File: config.mk
export PLATFORM = sky130hd
export DESIGN_NAME = scan_decoder
export DESIGN_NICKNAME = d
export VERILOG_FILES = /design/src/rtl/scan_decoder_pkg.sv /design/src/rtl/scan_decoder_onehot_decode.sv /design/src/rtl/scan_decoder.sv
export SDC_FILE = /design/constraint.sdc
export NUM_CORES = 1
export LEC_CHECK = 0
export BUFFER_PORTS_ARGS = -buffer_cell sky130_fd_sc_hd__buf_2
export CORE_MARGIN = 8
export CORE_UTILIZATION = 47
export CTS_BUF_LIST = sky130_fd_sc_hd__clkbuf_4 sky130_fd_sc_hd__clkbuf_8 sky130_fd_sc_hd__clkbuf_16
export CTS_CLUSTER_SIZE = 25
export DETAILED_ROUTE_END_ITERATION = 10
export PLACE_DENSITY = 0.71
export SYNTH_ARGS = -nofsm -noshare
export SYNTH_HDL_FRONTEND = slang
export SYNTH_SLANG_ARGS = --single-unit
File: constraint.sdc
create_clock -name clk -period 1.9 [get_ports clk]
set_input_delay 0.38 -clock clk [delete_from_list [all_inputs] [get_ports clk]]
set_output_delay 0.38 -clock clk [all_outputs]
set_load 0.02 [all_outputs]
File: src/rtl/scan_decoder_pkg.sv
// Shared constants for the scan/decode one-hot driver: controller state
// encoding and the meaning of the mode input.
package scan_decoder_pkg;

  // Controller states
  localparam logic [1:0] IDLE   = 2'd0;
  localparam logic [1:0] DECODE = 2'd1;
  localparam logic [1:0] SCAN   = 2'd2;

  // Values of the mode input
  localparam logic MODE_DECODE = 1'b0;
  localparam logic MODE_SCAN   = 1'b1;

endpackage : scan_decoder_pkg

File: src/rtl/scan_decoder_onehot_decode.sv
// Combinational N-to-2^N one-hot decoder. Exactly one output bit is set,
// the one addressed by idx; masking to all-zero is left to the caller.
module onehot_decode #(
  parameter int N = 3
) (
  input  logic [N-1:0]      idx,
  output logic [2**N-1:0]   y
);

  // Set the single bit addressed by idx
  always_comb begin
    y      = '0;
    y[idx] = 1'b1;
  end

endmodule : onehot_decode

File: src/rtl/scan_decoder.sv
// One-hot row/digit select driver. In decode mode it latches sel on load;
// in scan mode it walks all 2^N outputs, holding each for DWELL cycles and
// pulsing wrap when the walk rolls back to output 0. All outputs are flops.
module scan_decoder #(
  parameter int N     = 3,
  parameter int DWELL = 4
) (
  input  logic              clk,
  input  logic              reset,
  input  logic              enable,
  input  logic              mode,
  input  logic              load,
  input  logic [N-1:0]      sel,
  output logic [2**N-1:0]   Y,
  output logic [N-1:0]      idx,
  output logic              valid,
  output logic              wrap
);

  import scan_decoder_pkg::*;

  localparam int OUTS  = 2**N;
  // A DWELL of 1 still gets a one-bit counter so the compare stays legal
  localparam int CNT_W = (DWELL > 1) ? $clog2(DWELL) : 1;
  localparam logic [CNT_W-1:0] CNT_LAST = CNT_W'(DWELL - 1);
  localparam logic [N-1:0]     IDX_LAST = '1;

  logic [1:0]       state;
  logic [1:0]       state_nxt;
  logic [CNT_W-1:0] cnt;
  logic [CNT_W-1:0] cnt_nxt;
  logic [N-1:0]     idx_nxt;
  logic             valid_nxt;
  logic             wrap_nxt;
  logic [OUTS-1:0]  dec_y;

  // Next-state, index, dwell counter and wrap; enable outranks mode
  always_comb begin
    state_nxt = state;
    cnt_nxt   = '0;
    idx_nxt   = idx;
    valid_nxt = valid;
    wrap_nxt  = 1'b0;

    if (!enable) begin
      state_nxt = IDLE;
      idx_nxt   = '0;
      valid_nxt = 1'b0;
    end else if (mode == MODE_DECODE) begin
      state_nxt = DECODE;
      if (load) begin
        idx_nxt   = sel;
        valid_nxt = 1'b1;
      end else if (state != DECODE) begin
        // Arriving from IDLE or SCAN with nothing to latch: go dark
        idx_nxt   = '0;
        valid_nxt = 1'b0;
      end
    end else begin
      state_nxt = SCAN;
      valid_nxt = 1'b1;
      if (state != SCAN) begin
        // Fresh scan always starts at output 0 with a full dwell
        idx_nxt = '0;
      end else if (cnt == CNT_LAST) begin
        idx_nxt  = idx + 1'b1;
        wrap_nxt = (idx == IDX_LAST);
      end else begin
        cnt_nxt = cnt + 1'b1;
      end
    end
  end

  onehot_decode #(.N(N)) u_onehot_decode (
    .idx (idx_nxt),
    .y   (dec_y)
  );

  // Register every output; Y is forced dark whenever it is not valid
  always_ff @(posedge clk) begin
    if (reset) begin
      state <= IDLE;
      cnt   <= '0;
      idx   <= '0;
      valid <= 1'b0;
      wrap  <= 1'b0;
      Y     <= '0;
    end else begin
      state <= state_nxt;
      cnt   <= cnt_nxt;
      idx   <= idx_nxt;
      valid <= valid_nxt;
      wrap  <= wrap_nxt;
      Y     <= valid_nxt ? dec_y : '0;
    end
  end

endmodule : scan_decoder

==> key figures, run 1 <==
Synthesis
  – Top-area cell type share of the netlist area: about half
  – Register area share after synthesis: about half
  – Ys async rst share: 0%
  – Yosys warns: 0
  – Netlist cell types: 23
  – Post-synth EDFFs: 0
  – Post-synthesis net count: 76
  – Avg Cell Area, Syn: between 10 and 15 um^2
  – Dominant synthesized flop cell: dfxtp_1
  – Mapped cell area: 656 um^2
  – Area contributors post-synth: dfxtp_1, nor3_1, ha_1, nor2b_1, nor2_1
  – Top cell type by total area after synthesis: dfxtp_1
  – Syn Inst Count: 65
  – #FFs+latches synth: 17

Worst hold path
  – Hold Crit Class: in2reg

Clocking
  – Clock tree sinks: 17
  – TritonCTS clock tree: built
  – Post CTS Setup Buffer Count: 0
  – Clock transition at path regs: about 100 ps
  – Hold buffers post-CTS: 0
  – CTS max path bufs: 2
  – Clock root buffer: clkbuf_4
  – Num CTS Buffers: 3
  – Worst-skew pair later-pin latency: 290 ps
  – # resized after CTS: 0
  – H-tree Lvls: 1

STA
  – Worst Max-Slew Pin Slew: between 400 and 500 ps
  – # setup viols final: 0
  – Fmax achieved: between 500 and 600 MHz
  – Fin. max-slew vios: 0
  – Setup tns final: 0 ps
  – RSZ-0062 raised after global routing: false
  – Hold Slack: 257 ps
  – Skew final: between 2 and 2.5 ps
  – Tcrit/Tclk final: about nine tenths
  – Hold Vio Cnt, Final: 0
  – Tmin final: between 1500 and 2000 ps
  – Relative slew slack: between 60 and 70%

Power and ir drop
  – Tot Pwr: between 0.6 and 0.7 mW
  – Leak: about 0.36 nW
  – P per Cell Area: 811 nW/um^2
  – Max VDD drop: roughly 0.00046 V

GRT
  – Pin count of the biggest net entering global routing: 10
  – Initial antenna violation count: 0
  – Vias in the first global route: 578
  – Gr ovfl total: 0
  – Grt met2 use: about a fifth
  – First-pass GRT wire length: about 2500 um
  – Met3 GRT Util: around 3%
  – Met1 Use GR: about an eighth
  – GRT Util Overall: between 10% and 20%
  – Busiest grt layer: met2

Die
  – Die ar.: 2850 um^2
  – I/O pin count: 21
  – Core area: 1300 um^2
  – Chip Height: 53.4 um
  – Rows: 13
  – Die W: between 50 and 60 um
  – Initial Utilization: 50.4%

Critical path
  – CP Capture Point: Y[1]
  – WS Path Type: reg2reg
  – FF-to-FF End: Y[1]
  – R2r startpoint: cnt[0]
  – R2r worst-path depth: 5
  – CP Max Fanout: 6
  – Crit path arrival time: ~1900 ps
  – Critical path origin: cnt[0]
  – R2r setup slk: between 200 and 250 ps
  – Crit path launch type: flip-flop
  – Worst Path Required: roughly 2100 ps
  – Critical Path Sink Type: flip-flop

Final layout
  – FF/Latch Area: approximately 340 um^2
  – Area Growth Syn to Fin: 20.2%
  – Filler cells: roughly 120
  – Nets@finish: 99
  – Layout Cells excl Fill: slightly above 100
  – Final Util: between 60% and 70%
  – Ant diodes: 0
  – Multi-input logic area: 295 um^2
  – Share of post-route cells with drive strength above 1: roughly 30%

Routing
  – Drt total wl: 1520 um
  – Wire length per cell: between 10 and 15 um
  – Drc violations: 0
  – First drt pass iteration count: 4
  – Vias: ~550
  – Vias per cell: 5.40
  – Post-DRT Antenna Nets: 0
  – Drt first-iter violations: 18

Outcome
  – Outcome: completed

Placement
  – PortBufs: 20
  – Placed cell count: slightly below 100
  – Final HPWL DP: approximately 1200 um
  – Placer Congestion: around 0.9

Run
  – Max-Cap Viols: 0
-- flip-flops by register name (all words and copies together), names as in the netlist --
register	count
cnt	2
Y	8
idx	3
state	2
wrap	1
valid	1
-- power by group --
| group | switching, mW | leakage [nW] | internal, mW |
|---|---|---|---|
| registers | 0.00520 | 0.138 | 0.364 |
| clock network | 0.114 | 0.0184 | 0.0961 |
| logic | 0.0374 | 0.206 | 0.0230 |
| total | 0.156 | 0.363 | 0.483 |
-- synthesized netlist by cell type (2+ instances only) --
cell and n:
nand2b_1 2, nor2_1 6, dfxtp_1 17, o21ai_0 3, nor3_1 10, a221o_1 2, nand3_1 2, mux2i_1 2
ha_1 3, and3_1 2, nor2b_1 4
-- layout make-up --
| type | instances | share of cell area (%) |
|---|---|---|
| inverter | 1 | 0.476 |
| tap | 15 | 2.38 |
| multi-input combinational | 45 | 37.5 |
| sequential | 17 | 43.2 |
| timing repair buffer | 20 | 12.7 |
| clock buffer | 4 | 3.81 |
-- cells in the final DEF, fill, tap and decap left out, drive strengths merged --
cell type,count
inv,1
or3,1
dfxtp,17
nand2,1
xnor2,1
mux2i,2
nand3,2
and3,2
a221o,2
nor2,6
a221oi,1
clkbuf,4
a21oi,1
o21ai,3
nand3b,1
nor3,10
nand2b,2
o21a,1
buf,20
nor3b,1
nor2b,4
ha,3
or3b,1
-- worst max-delay path, stage by stage (launching register included) --
cell and delay [ps]:
dfxtp_1 330, ha_1 290, xnor2_1 160, o21a_1 210, or3b_4 400, nor3_1 210
-- worst min path at each step --
stage / start / to / slack (ps) / depth (start not counted)
floorplan: cnt[0] / cnt[0] / 400 / 1
global placement: cnt[0] / cnt[0] / 420 / 1
detailed placement: cnt[0] / cnt[0] / 430 / 1
CTS: reset / idx[2] / 260 / 2
global route: reset / idx[1] / 260 / 2
finish: reset / idx[2] / 260 / 2
-- through the flow --
stage	setup slack [ps]	cell area, um^2
floorplan	371	656
global placement	291	758
detailed placement	254	758
CTS	206	788
global route	131	788
finish	221	788
-- cell families after synthesis --
logic type / share of synthesized area [%]
AOI/OAI and AO/OA: 9.16
xor gates and xnor gates: 1.34
adders and majority gates: 5.73
buffers and inverters: 3.05
DFF: 51.9
muxes: 3.05
and+or+nand+nor: 25.8
-- layer usage --
metal / up-vias / share of wire [%]
met1: 245 / 44
met4: 0 / 1.5
met5: - / 0
met2: 23 / 49
li1: 279 / -
met3: 4 / 5.9
(Power assumes the default switching activity.)
==> run 2: changes to the inputs <==
- CORE_UTILIZATION: 47 -> 42
- PLACE_DENSITY: 0.71 -> 0.67
- clock period: 1.9 -> 1.5 ns (I/O delays scaled with it)
==> key figures, run 2 (synthesis results as in run 1) <==
Placement
  – Place WS: -51.4 ps
  – Placer Congestion: approximately 0.85
  – Final HPWL DP: about 1100 um
  – Placed cell count: roughly 110
  – PortBufs: 20
  – Post-DP Area: 813 um^2

Clocking
  – TritonCTS clock tree: built
  – Clock root buffer: clkbuf_4
  – Hold buffers post-CTS: 0
  – Num CTS Buffers: 3
  – CTS max path bufs: 2
  – Worst-skew pair later-pin latency: roughly 300 ps
  – Clock transition at path regs: 100 ps
  – Clock tree sinks: 17
  – H-tree Lvls: 1

Critical path
  – CP max stage delay: about 350 ps
  – Crit path launch type: flip-flop
  – FF-to-FF End: Y[2]
  – CP max stage cell: dfxtp_2
  – CP Max Fanout: 4
  – R2r startpoint: idx[1]
  – Most frequent CP cell: ha_4
  – Critical Path Sink Type: flip-flop
  – Crit path arrival time: roughly 1700 ps
  – Worst Path Required: 1680 ps
  – R2r worst-path depth: 6
  – R2r setup slk: -40 ps
  – WS Path Type: reg2reg
  – Crit-path cells: ha_4, ha_4, mux2i_4, o21ai_2, and3_4, nor3_2

STA
  – Skew final: 1.52 ps
  – Fmax achieved: approximately 650 MHz
  – Tcrit/Tclk final: 103%
  – Hold Slack: approximately 170 ps
  – RSZ-0062 raised after global routing: true
  – Tmin final: about 1500 ps
  – Relative slew slack: about three quarters
  – Fin. max-slew vios: 0
  – # setup viols final: 4
  – Worst Max-Slew Pin Slew: approximately 360 ps
  – Hold Vio Cnt, Final: 0
  – Worst Slack Setup Final: -42.2 ps

Routing
  – Drt total wl: around 1700 um
  – Vias per cell: roughly 5.4
  – Vias: ~600
  – Wire length per cell: around 15 um
  – Drc violations: 0
  – First drt pass iteration count: 3
  – Drt first-iter violations: 13
  – Post-DRT Antenna Nets: 0

Power and ir drop
  – NetSw: about 0.22 mW
  – Leak: 0.410 nW
  – Clk pwr share: between 20 and 30%
  – P per Cell Area: ~840 nW/um^2
  – Max VDD drop: slightly above 0.0006 V
  – Tot Pwr: between 0.8 and 0.9 mW
  – Sw Share: 26.6%
  – Power Internal: 0.608 mW
  – Gate power share: about 14%
  – Seq pwr share: around 57%

GRT
  – GRT Util Overall: 10.2%
  – Pin count of the biggest net entering global routing: 11
  – Initial antenna violation count: 0
  – Gr ovfl total: 0
  – First-pass GRT wire length: between 2000 and 3000 um
  – Vias in the first global route: 595

Outcome
  – Outcome: complete, but fails checks
  – Failing checks: setup timing

Die
  – Die ar.: just over 3000 um^2
  – Initial Utilization: between 40 and 50%
  – Core area: about 1500 um^2
  – Rows: 14
  – I/O pin count: 21
  – Chip Height: between 50 and 60 um
  – Die W: around 56 um

Worst hold path
  – Hold-critical path endpoint: idx[1]
  – Hold Crit Class: in2reg
  – Worst hold start: reset
  – Hold path depth: 2

Final layout
  – Biggest register: Y
  – Finished Cell Area: 985 um^2
  – Largest register FFs: 8
  – Layout Cells excl Fill: 111
  – Nets@finish: about 110
  – Share of post-route cells with drive strength above 1: between 50% and 60%
  – Most frequent cells in the layout: buf_2, dfxtp_1, buf_4
  – Area Growth Syn to Fin: 50.2%
  – Most common cell after layout, fill and taps aside: buf_2
  – Biggest regs: Y x8, idx x3
  – Ant diodes: 0

Run
  – Max-Cap Viols: 0
run 2: timing repair:
action,CTS,global route
resized for setup,9,20
endpoints found under the setup margin,8,9
setup buffers,0,1
pin swaps,2,9
run 2: worst max path at each step:
stage	depth (start not counted)	to	slack (ps)	start
after floorplan	6	Y[0]	10	idx[1]
after global placement	6	Y[4]	-40	idx[1]
after detailed placement	6	Y[6]	-50	idx[1]
after CTS	6	Y[6]	7	idx[0]
after global routing	6	Y[0]	-90	idx[1]
final	6	Y[2]	-40	idx[1]
run 2: critical path: cells and delay by family, from the launching register on:
family,cells,cell delay (ps)
AO/OA/AOI/OAI,1,250
multiplexers,1,70
AND/OR/NAND/NOR,2,340
flip-flops,1,350
adder cells (fa/ha/maj),2,420
run 2: area by class of cell:
| type | instances | area (um^2) |
|---|---|---|
| tap | 16 | 20.0 |
| fill | 108 | 504 |
| inverter | 1 | 3.75 |
| timing repair buffer | 28 | 160 |
| clock buffer | 3 | 22.5 |
| clock inverter | 1 | 5.00 |
| sequential | 17 | 344 |
| multi-input combinational | 45 | 429 |
run 2: per-layer routing:
layer | global-route usage [%] | part of all wire (%)
met5 | 0 | 0
met4 | 8.45 | 2.3
met3 | 2.05 | 2.6
met2 | 15.5 | 50
met1 | 11.9 | 45
run 2: metrics by stage:
step	util [%]	TNS, ps
after global routing	66.1	-554
final	66.1	-143
after detailed placement	54.6	-242
after floorplan	-	0
after global placement	54.6	-141
after CTS	58.1	0
run 2: power by group through the flow:
stage | registers, mW | logic, mW | clock network (mW)
2_1_floorplan | 0.486 | 0.0378 | 0
3_3_place_gp | 0.476 | 0.0840 | 0
3_5_place_dp | 0.477 | 0.0839 | 0
4_1_cts | 0.466 | 0.0892 | 0.244
5_1_grt | 0.469 | 0.121 | 0.273
6_report | 0.468 | 0.112 | 0.247
